`config.mk`:
```
export PLATFORM = sky130hd
export DESIGN_NAME = uart_tx
export DESIGN_NICKNAME = d
export VERILOG_FILES = /design/src/rtl/uart_pkg.sv /design/src/rtl/uart_tx.sv
export SDC_FILE = /design/constraint.sdc
export NUM_CORES = 1
export LEC_CHECK = 0
export ABC_AREA = 1
export BUFFER_PORTS_ARGS = -buffer_cell sky130_fd_sc_hd__clkbuf_2
export CORE_MARGIN = 4
export CORE_UTILIZATION = 33
export DETAILED_ROUTE_END_ITERATION = 10
export PLACE_DENSITY = 0.56
export SYNTH_ARGS = -nofsm -noshare
export SYNTH_HDL_FRONTEND = slang
export SYNTH_SLANG_ARGS = --single-unit
```
`constraint.sdc`:
```
create_clock -name clk -period 2.4 [get_ports clk]
set_input_delay 0.24 -clock clk [delete_from_list [all_inputs] [get_ports clk]]
set_output_delay 0.24 -clock clk [all_outputs]
set_load 0.01 [all_outputs]
```
`src/rtl/uart_pkg.sv`:
```
// -----------------------------------------------------------------------------
// uart_pkg
//
// Shared definitions for the UART blocks (uart_tx today, uart_rx later).
//   - uart_tx_state_t : transmitter FSM state encoding
//   - UART_DEFAULT_CLKS_PER_BIT : 50 MHz / 115200 baud
//   - UART_DATA_BITS : data bits per frame
//   - even_parity() : XOR-reduce helper for the optional parity bit
// -----------------------------------------------------------------------------
package uart_pkg;

    localparam int unsigned UART_DEFAULT_CLKS_PER_BIT = 434;
    localparam int unsigned UART_DATA_BITS            = 8;

    // StParity is always present in the encoding so uart_rx can share the type,
    // even when the transmitter is built without parity.
    typedef enum logic [2:0] {
        StIdle   = 3'd0,
        StStart  = 3'd1,
        StData   = 3'd2,
        StParity = 3'd3,
        StStop   = 3'd4
    } uart_tx_state_t;

    // Even parity: the parity bit makes the total count of ones even.
    function automatic logic even_parity(input logic [UART_DATA_BITS-1:0] data);
        return ^data;
    endfunction

endpackage

```
`src/rtl/uart_tx.sv`:
```
// -----------------------------------------------------------------------------
// uart_tx
//
// 8N1 UART transmitter (8E1 when UART_TX_PARITY_EN is defined). Accepts one byte
// per tx_dv pulse while idle and shifts it out LSB-first: start bit, 8 data bits,
// optional even-parity bit, stop bit. Each bit lasts CLKS_PER_BIT clk cycles.
//
// Build option:
//   UART_TX_PARITY_EN - insert an even-parity bit between data and stop bits.
//
// Parameters:
//   CLKS_PER_BIT - clk cycles per UART bit, must be >= 2.
//
// Ports:
//   clk       in   system clock
//   rst_n     in   asynchronous active-low reset
//   tx_dv     in   single-cycle send request, ignored unless idle
//   tx_byte   in   byte to send, sampled in the tx_dv cycle
//   tx_active out  high while a frame is on the line
//   tx_serial out  UART line, idle high
//   tx_done   out  one-cycle pulse in the first idle cycle after a stop bit
//
// All outputs come straight from flops; their next values are derived from the
// next state so the line changes on the same edge as the state.
// -----------------------------------------------------------------------------
module uart_tx
    import uart_pkg::*;
#(
    parameter int unsigned CLKS_PER_BIT = UART_DEFAULT_CLKS_PER_BIT
) (
    input  logic       clk,
    input  logic       rst_n,
    input  logic       tx_dv,
    input  logic [7:0] tx_byte,
    output logic       tx_active,
    output logic       tx_serial,
    output logic       tx_done
);

    localparam int unsigned CntW = (CLKS_PER_BIT < 2) ? 1 : $clog2(CLKS_PER_BIT);
    localparam int unsigned IdxW = $clog2(UART_DATA_BITS);

    localparam logic [CntW-1:0] CntLast = CntW'(CLKS_PER_BIT - 1);
    localparam logic [IdxW-1:0] IdxLast = IdxW'(UART_DATA_BITS - 1);

    generate
        if (CLKS_PER_BIT < 2) begin : g_bad_clks_per_bit
            $error("uart_tx: CLKS_PER_BIT must be >= 2");
        end
    endgenerate

    uart_tx_state_t              state_q, state_d;
    logic [CntW-1:0]             clk_cnt_q, clk_cnt_d;
    logic [IdxW-1:0]             bit_idx_q, bit_idx_d;
    logic [UART_DATA_BITS-1:0]   shift_q, shift_d;
    logic                        tx_serial_q, tx_serial_d;
    logic                        tx_active_q, tx_active_d;
    logic                        tx_done_q, tx_done_d;
`ifdef UART_TX_PARITY_EN
    logic                        parity_q, parity_d;
`endif

    logic bit_end;
    assign bit_end = (clk_cnt_q == CntLast);

    // -------------------------------------------------------------------------
    // Next-state and registered-output logic
    // -------------------------------------------------------------------------
    always_comb begin
        state_d     = state_q;
        clk_cnt_d   = clk_cnt_q;
        bit_idx_d   = bit_idx_q;
        shift_d     = shift_q;
        tx_serial_d = tx_serial_q;
        tx_active_d = tx_active_q;
        tx_done_d   = 1'b0;
`ifdef UART_TX_PARITY_EN
        parity_d    = parity_q;
`endif

        unique case (state_q)
            StIdle: begin
                tx_serial_d = 1'b1;
                tx_active_d = 1'b0;
                if (tx_dv) begin
                    shift_d     = tx_byte;
                    clk_cnt_d   = '0;
                    bit_idx_d   = '0;
                    state_d     = StStart;
                    tx_serial_d = 1'b0;
                    tx_active_d = 1'b1;
`ifdef UART_TX_PARITY_EN
                    parity_d    = even_parity(tx_byte);
`endif
                end
            end

            StStart: begin
                if (bit_end) begin
                    clk_cnt_d   = '0;
                    state_d     = StData;
                    tx_serial_d = shift_q[0];
                end else begin
                    clk_cnt_d = clk_cnt_q + 1'b1;
                end
            end

            StData: begin
                if (bit_end) begin
                    clk_cnt_d = '0;
                    if (bit_idx_q == IdxLast) begin
`ifdef UART_TX_PARITY_EN
                        state_d     = StParity;
                        tx_serial_d = parity_q;
`else
                        state_d     = StStop;
                        tx_serial_d = 1'b1;
`endif
                    end else begin
                        // The line always shows shift_q[0]; the next bit is bit 1
                        // of the current register, which becomes bit 0 after the shift.
                        bit_idx_d   = bit_idx_q + 1'b1;
                        shift_d     = shift_q >> 1;
                        tx_serial_d = shift_q[1];
                    end
                end else begin
                    clk_cnt_d = clk_cnt_q + 1'b1;
                end
            end

`ifdef UART_TX_PARITY_EN
            StParity: begin
                if (bit_end) begin
                    clk_cnt_d   = '0;
                    state_d     = StStop;
                    tx_serial_d = 1'b1;
                end else begin
                    clk_cnt_d = clk_cnt_q + 1'b1;
                end
            end
`endif

            StStop: begin
                tx_serial_d = 1'b1;
                if (bit_end) begin
                    clk_cnt_d   = '0;
                    bit_idx_d   = '0;
                    state_d     = StIdle;
                    tx_active_d = 1'b0;
                    tx_done_d   = 1'b1;
                end else begin
                    clk_cnt_d = clk_cnt_q + 1'b1;
                end
            end

            default: begin
                // Unreachable encodings (and StParity without parity) recover to idle.
                state_d     = StIdle;
                clk_cnt_d   = '0;
                bit_idx_d   = '0;
                tx_serial_d = 1'b1;
                tx_active_d = 1'b0;
            end
        endcase
    end

    // -------------------------------------------------------------------------
    // State registers
    // -------------------------------------------------------------------------
    always_ff @(posedge clk or negedge rst_n) begin
        if (!rst_n) begin
            state_q     <= StIdle;
            clk_cnt_q   <= '0;
            bit_idx_q   <= '0;
            shift_q     <= '0;
            tx_serial_q <= 1'b1;
            tx_active_q <= 1'b0;
            tx_done_q   <= 1'b0;
        end else begin
            state_q     <= state_d;
            clk_cnt_q   <= clk_cnt_d;
            bit_idx_q   <= bit_idx_d;
            shift_q     <= shift_d;
            tx_serial_q <= tx_serial_d;
            tx_active_q <= tx_active_d;
            tx_done_q   <= tx_done_d;
        end
    end

`ifdef UART_TX_PARITY_EN
    always_ff @(posedge clk or negedge rst_n) begin
        if (!rst_n) begin
            parity_q <= 1'b0;
        end else begin
            parity_q <= parity_d;
        end
    end
`endif

    assign tx_serial = tx_serial_q;
    assign tx_active = tx_active_q;
    assign tx_done   = tx_done_q;

endmodule

```
==> results of run 1 <==
cell families after synthesis:
group           count (synthesis)  synth area share [%]
buf+inv                        21                 6.250
fa+ha+maj                       4                 3.205
xor+xnor                        1                0.5610
compound gates                  9                 3.365
simple gates                  148                 44.87
flops                          26                 41.75
worst max path at each step:
stage,startpoint,to,slack (ns),cells past startpoint
finish,state_q[0]$_DFFE_PN0P_,clk_cnt_q[5]$_DFFE_PN0P_,0.86,7
global route,clk_cnt_q[1]$_DFFE_PN0P_,bit_idx_q[1]$_DFFE_PN0P_,0.69,9
CTS,bit_idx_q[0]$_DFFE_PN0P_,bit_idx_q[0]$_DFFE_PN0P_,0.87,8
detailed placement,bit_idx_q[0]$_DFFE_PN0P_,bit_idx_q[2]$_DFFE_PN0P_,0.89,8
global placement,bit_idx_q[0]$_DFFE_PN0P_,bit_idx_q[0]$_DFFE_PN0P_,0.86,8
floorplan,bit_idx_q[0]$_DFFE_PN0P_,bit_idx_q[0]$_DFFE_PN0P_,1.04,8
metal layers:
layer,part of all wire (%),wire [microns],up-vias,track usage [%]
li1,-,-,698,-
met4,1.0,34,0,3.261
met2,41,1325,30,15.94
met5,0,0,-,0
met3,4.0,131,4,1.874
met1,54,1758,627,18.28
cell usage in the layout, fill, tap and decap left out, drive strengths merged:
cell type / count
nand4: 12
inv: 18
xor2: 1
o21ai: 5
dfrtp: 25
a21oi: 1
nor3b: 1
or2: 2
a31oi: 1
nand2: 94
nor2: 18
clkbuf: 17
nand3: 19
dfstp: 1
ha: 4
nand3b: 1
o22ai: 2
nor3: 1
metrics by stage:
| stage | power, mW | hold slack, ns | cells |
|---|---|---|---|
| 5_1_grt | 1.842 | 0.02927 | 275 |
| 6_report | 1.677 | -0.02765 | 275 |
| 2_1_floorplan | 1.266 | -0.05559 | 209 |
| 4_1_cts | 1.694 | 0.001646 | 275 |
| 3_5_place_dp | 1.423 | 0.3156 | 271 |
| 3_3_place_gp | 1.421 | 0.3187 | 271 |
layout make-up:
class	instances	share of cell area, %
Timing Repair Buffer	13	3.812
Multi-Input combinational cell	162	47.58
Sequential cell	26	38.20
Tap cell	52	3.812
Clock buffer	4	2.639
Inverter	18	3.959
power breakdown:
group	switching [mW]	internal, mW
registers	0.100	0.573
clock network	0.144	0.119
logic	0.492	0.249
Yosys cell counts:
cell type / number / area share (%)
sky130_fd_sc_hd__o21ai_0: 3 / 0.96
sky130_fd_sc_hd__nand4_1: 12 / 4.8
sky130_fd_sc_hd__nor3b_1: 1 / 0.48
sky130_fd_sc_hd__nor2_1: 14 / 3.4
sky130_fd_sc_hd__buf_6: 2 / 1.4
sky130_fd_sc_hd__or2_2: 2 / 0.80
sky130_fd_sc_hd__dfrtp_1: 25 / 40
sky130_fd_sc_hd__nor2_2: 3 / 1.2
sky130_fd_sc_hd__o21ai_1: 1 / 0.32
sky130_fd_sc_hd__buf_4: 1 / 0.48
sky130_fd_sc_hd__nor2_4: 1 / 0.72
sky130_fd_sc_hd__a21oi_1: 1 / 0.32
sky130_fd_sc_hd__nand2_1: 83 / 20
sky130_fd_sc_hd__nand2_4: 4 / 2.9
sky130_fd_sc_hd__nand3_2: 3 / 1.9
sky130_fd_sc_hd__o22ai_1: 2 / 0.80
sky130_fd_sc_hd__nor3_1: 1 / 0.32
sky130_fd_sc_hd__nand2_2: 7 / 2.8
sky130_fd_sc_hd__dfstp_2: 1 / 1.7
sky130_fd_sc_hd__ha_1: 4 / 3.2
sky130_fd_sc_hd__xor2_1: 1 / 0.56
sky130_fd_sc_hd__o21ai_2: 1 / 0.56
sky130_fd_sc_hd__inv_1: 16 / 3.8
sky130_fd_sc_hd__inv_2: 2 / 0.48
sky130_fd_sc_hd__nand3_1: 16 / 5.1
sky130_fd_sc_hd__nand3b_1: 1 / 0.48
sky130_fd_sc_hd__a31oi_1: 1 / 0.40
registers in the layout, summed over array words and instances, names as in the netlist:
register,flops
clk_cnt_q,9
shift_q,8
bit_idx_q,3
state_q,3
tx_active,1
tx_done,1
tx_serial,1
worst register-to-register path, cell delays in order (launching register included):
cell and delay, ns:
sky130_fd_sc_hd__dfrtp_1 0.43, sky130_fd_sc_hd__inv_1 0.13, sky130_fd_sc_hd__nand3_2 0.28, sky130_fd_sc_hd__nand3_2 0.27, sky130_fd_sc_hd__nand2_2 0.12, sky130_fd_sc_hd__nand2_1 0.10
sky130_fd_sc_hd__nand2_1 0.06, sky130_fd_sc_hd__nor2_1 0.09
==> flow_summary.json, run 1 <==
{
  "route.detailed.wl_per_inst_microns": 11.82,
  "cts.repair.resized": 0,
  "drtIter0Drc": 70,
  "critical_path.top_delay_family": "simple AND/OR/NAND/NOR gates",
  "finalHoldViolations": 25,
  "grt_first_pass_wirelength_microns": 5699,
  "core_area_sq_um": 4474,
  "postSynthNetCount": 224,
  "postSynthCellCount": 209,
  "layout-drive-gt1-share_pct": 17.94,
  "worst_r2r_setup_slack_ns": 0.86,
  "yosysSeqAreaShare_pct": 41.75,
  "die_y_microns": 76.79,
  "regToRegStartpoint": "state_q[0]$_DFFE_PN0P_",
  "finalCriticalPeriod_ns": 1.537,
  "clockRootBuffer": "sky130_fd_sc_hd__clkbuf_8",
  "first_global_vias": 1224,
  "detail_route.first_pass.iterations": 4,
  "critPathKind": "register to register",
  "crit-reg2reg-capture": "clk_cnt_q[5]$_DFFE_PN0P_",
  "ys_warn_count": 0,
  "io_buffer_count": 13,
  "yosysUniqueCellTypes": 27,
  "floorplan.rows": 24,
  "drc": 0,
  "tightestPinTransition_ns": 0.6590,
  "num_antenna_cells": 0,
  "post-place-ws_ns": 0.8874,
  "rr_worst_depth": 7,
  "globalRouteOverflowTotal": 0,
  "fmax_mhz": 650.7,
  "syn2layout_area_growth_pct": 9.295,
  "final-max-slew-violation-count": 0,
  "multiInputGateArea_sq_um": 812.0,
  "violations": "hold timing",
  "final_worst_slack_ns": 0.8631,
  "die_x_microns": 76.79,
  "cpMaxStageDelayCell": "sky130_fd_sc_hd__dfrtp_1",
  "skew_ns": 0.007241,
  "min_period_over_period_pct": 64.04,
  "viasPerCell": 4.942,
  "ys_seq_elements": 26,
  "detailroute.via_count": 1359,
  "grt_max_degree": 27,
  "clock_latency_ns": 0.28,
  "setup_tns_ns": 0,
  "gpl.final_weighted_congestion": 0.7935,
  "sequential_cell_area_sq_um": 651.9,
  "syn_avg_cell_area_sq_um": 7.471,
  "tritoncts": "yes",
  "status": "finished, violations left",
  "reported_leakage_power_nw": 0.9220,
  "grt_usage_pct": 11.59,
  "final_design_area_no_fill_sq_um": 1707,
  "number_of_buffers_added_for_setup_after_cts": 0,
  "worstPathCellList": "inv_1 > nand3_2 > nand3_2 > nand2_2 > nand2_1 > nand2_1 > nor2_1",
  "critPathRequiredTime_ns": 2.62,
  "timing.critical_path.slowest_cell_delay_ns": 0.43,
  "fin_util_pct": 38.14,
  "ir_worst_vdd_mv": 0.3862,
  "clock_transition_at_the_register_clock_pins_on_the_worst_setup_and_hold_paths_after_cts_ns": 0.10,
  "syn-cell-area_sq_um": 1561,
  "number_of_buffers_and_inverters_on_the_critical_path": 1,
  "timing.hold.worst.class": "input port to async pin",
  "dp_hpwl_microns": 2400,
  "cts_max_level": 1,
  "fillCellCount": 493,
  "detail-route-antenna-nets": 0,
  "placement.cell_area_sq_um": 1662,
  "holdBufCountCts": 0,
  "setup_viol": 0,
  "initial_utilization_pct": 34.90,
  "rsz0062_at_grt": "false",
  "numClockSinks": 26,
  "tritoncts.num_buffers": 3,
  "slew-limit-headroom_pct": 56.07,
  "worst_ep_arrival_time_ns": 1.75,
  "initial_antenna_violation_count": 0,
  "totalWireLength_microns": 3250,
  "setup.worst_path.end_class": "register",
  "worstPathMaxFanout": 15,
  "nNetsFinal": 239,
  "design.portCount": 14,
  "cap_violations": 0,
  "final.hold.worst_slack_ns": -0.02765,
  "clockBufferDepth": 2,
  "power-per-cell-area_nw_per_um2": 982.9,
  "floorplan.die_area_sq_um": 5897,
  "startpoint_type": "register"
}
No activity file was read; power rests on OpenSTA's default activity.
==> run 2: changes to the inputs <==
Settings changed: PLACE_DENSITY 0.56 to 0.58.
Clock period 2.4 ns to 1.4 ns, I/O delays scaled along.
==> run 2 against run 1 <==
- the flow now finishes without violations
- via count grew 2.5%
- first-iteration DRC count increased by 4.3%
- power grew 86%
- hold slack better by 0.12 ns
- final cell count grew 5.5%
- combinational power grew 110%
- sequential cell count unchanged
- global-route usage up 0.41 points
- maximum frequency is 14% higher
- sequential power up 71%
- clock skew increased by 0.0026 ns
==> flow_summary.json, run 2 (same netlist as run 1, synthesis figures left out) <==
{
  "largest-register": "clk_cnt_q",
  "globalRouteOverflowTotal": 0,
  "most_common_library_cell_in_the_layout_ignoring_fill_and_taps": "sky130_fd_sc_hd__nand2_1",
  "rsz0062_at_grt": "true",
  "num_antenna_cells": 0,
  "tritoncts.num_buffers": 3,
  "syn2layout_area_growth_pct": 23.00,
  "first_global_vias": 1264,
  "drc": 0,
  "setup.worst_path.end_class": "register",
  "post_layout_nonfiller_instances": 290,
  "viasPerCell": 4.803,
  "final_design_area_no_fill_sq_um": 1921,
  "initial_antenna_violation_count": 0,
  "regToRegStartpoint": "clk_cnt_q[1]$_DFFE_PN0P_",
  "commonest_cells_after_routing_fill_and_taps_aside": "81 x sky130_fd_sc_hd__nand2_1, 24 x sky130_fd_sc_hd__dfrtp_1, 15 x sky130_fd_sc_hd__nand3_1",
  "route.detailed.wl_per_inst_microns": 11.64,
  "gpl.final_weighted_congestion": 0.8339,
  "die_x_microns": 76.79,
  "setup_viol": 0,
  "timing.critical_path.from": "clk_cnt_q[1]$_DFFE_PN0P_",
  "cap_violations": 0,
  "critPathRequiredTime_ns": 1.57,
  "worst_r2r_setup_slack_ns": 0.05,
  "design.portCount": 14,
  "largest_register_ff_count": 9,
  "cts_max_level": 1,
  "skew_ns": 0.009870,
  "final-max-slew-violation-count": 0,
  "floorplan.die_area_sq_um": 5897,
  "tritoncts": "yes",
  "clockRootBuffer": "sky130_fd_sc_hd__clkbuf_8",
  "grt_first_pass_wirelength_microns": 5892,
  "worstPathMaxFanout": 6,
  "leading_registers_by_flop_count": "clk_cnt_q (9), shift_q (8)",
  "placement.cell_area_sq_um": 1752,
  "tightestPinTransition_ns": 0.3710,
  "startpoint_type": "register",
  "clockBufferDepth": 2,
  "finalCriticalPeriod_ns": 1.346,
  "timing.hold.worst.class": "input port to register",
  "io_buffer_count": 13,
  "detail-route-antenna-nets": 0,
  "reported_leakage_power_nw": 1.015,
  "die_y_microns": 76.79,
  "setup_tns_ns": 0,
  "core_area_sq_um": 4474,
  "detail_route.first_pass.iterations": 6,
  "grt_usage_pct": 12.00,
  "min-delay-start": "tx_byte[7]",
  "status": "finished clean",
  "critPathKind": "register to register",
  "fmax_mhz": 742.9,
  "dp_hpwl_microns": 2440,
  "clock_transition_at_the_register_clock_pins_on_the_worst_setup_and_hold_paths_after_cts_ns": 0.10,
  "drtIter0Drc": 73,
  "finalHoldViolations": 0,
  "floorplan.rows": 24,
  "min_period_over_period_pct": 96.15,
  "place_inst": 283,
  "power-per-cell-area_nw_per_um2": 1628,
  "totalWireLength_microns": 3376,
  "numClockSinks": 26,
  "detailroute.via_count": 1393,
  "slew-limit-headroom_pct": 75.18,
  "grt_max_degree": 27,
  "ir_worst_vdd_mv": 0.8094,
  "nNetsFinal": 254,
  "worst_ep_arrival_time_ns": 1.51,
  "final.hold.worst_slack_ns": 0.08971,
  "initial_utilization_pct": 34.90,
  "layout-drive-gt1-share_pct": 29.83,
  "clock_latency_ns": 0.28
}
==> run 2: cell types whose count changed in the layout (fill, tap and decap cells not counted), sizes merged <==
cell | previous run | this run
buf | 0 | 14
dlygate4sd3 | 0 | 1
==> run 2: critical path: stages, from the launching register on <==
cell and delay, ns:
sky130_fd_sc_hd__dfrtp_1 0.39, sky130_fd_sc_hd__buf_4 0.14, sky130_fd_sc_hd__ha_2 0.17, sky130_fd_sc_hd__nand2_2 0.09
sky130_fd_sc_hd__nor2_4 0.05, sky130_fd_sc_hd__or2_2 0.27, sky130_fd_sc_hd__nand4_1 0.09, sky130_fd_sc_hd__nand2_1 0.05
==> run 2: stage by stage <==
stage	worst slack, ns	util, %	total power [mW]
6_report	0.05388	42.93	3.126
5_1_grt	-0.05492	42.93	3.397
4_1_cts	0.003375	40.72	3.009
3_5_place_dp	-0.05455	39.15	2.551
3_3_place_gp	-0.03443	39.15	2.562
2_1_floorplan	0.04051	-	2.170
==> run 2: layout make-up <==
type                       instances  area [sq um]
timing repair buffer              28         183.9
clock buffer                       4         45.04
tap                               52         65.06
multi-input combinational        162         903.4
inverter                          18         70.07
fill                             435          2554
sequential                        26         653.1
==> run 2: worst paths after layout <==
path	end	cells past startpoint
max reg2reg	clk_cnt_q[4]$_DFFE_PN0P_	7
max	clk_cnt_q[4]$_DFFE_PN0P_	7
max in group asynchronous	tx_serial$_DFFE_PN1P_	3
min	shift_q[7]$_DFFE_PN0P_	3
min reg2reg	tx_active$_DFFE_PN0P_	2
min in group asynchronous	state_q[2]$_DFFE_PN0P_	3
==> run 2: report_power, final <==
group | leakage [nW] | internal (mW) | switching (mW)
sequential | 0.338 | 0.985 | 0.167
clock | 0.0228 | 0.204 | 0.243
combinational | 0.654 | 0.598 | 0.930
==> run 2: layer usage <==
layer | wire (microns) | GRT usage (%) | vias up
met3 | 115 | 1.639 | 4
met4 | 56 | 4.891 | 0
li1 | - | - | 733
met1 | 1691 | 17.66 | 634
met2 | 1513 | 17.51 | 22
met5 | 0 | 0 | -
==> run 2: timing repair <==
item	4_1_cts	5_1_grt
pin swaps	3	12
hold buffers	1	0
resized for setup	4	23
endpoints found under the setup margin	11	21
setup buffers	1	2
endpoints found under the hold margin	25	0
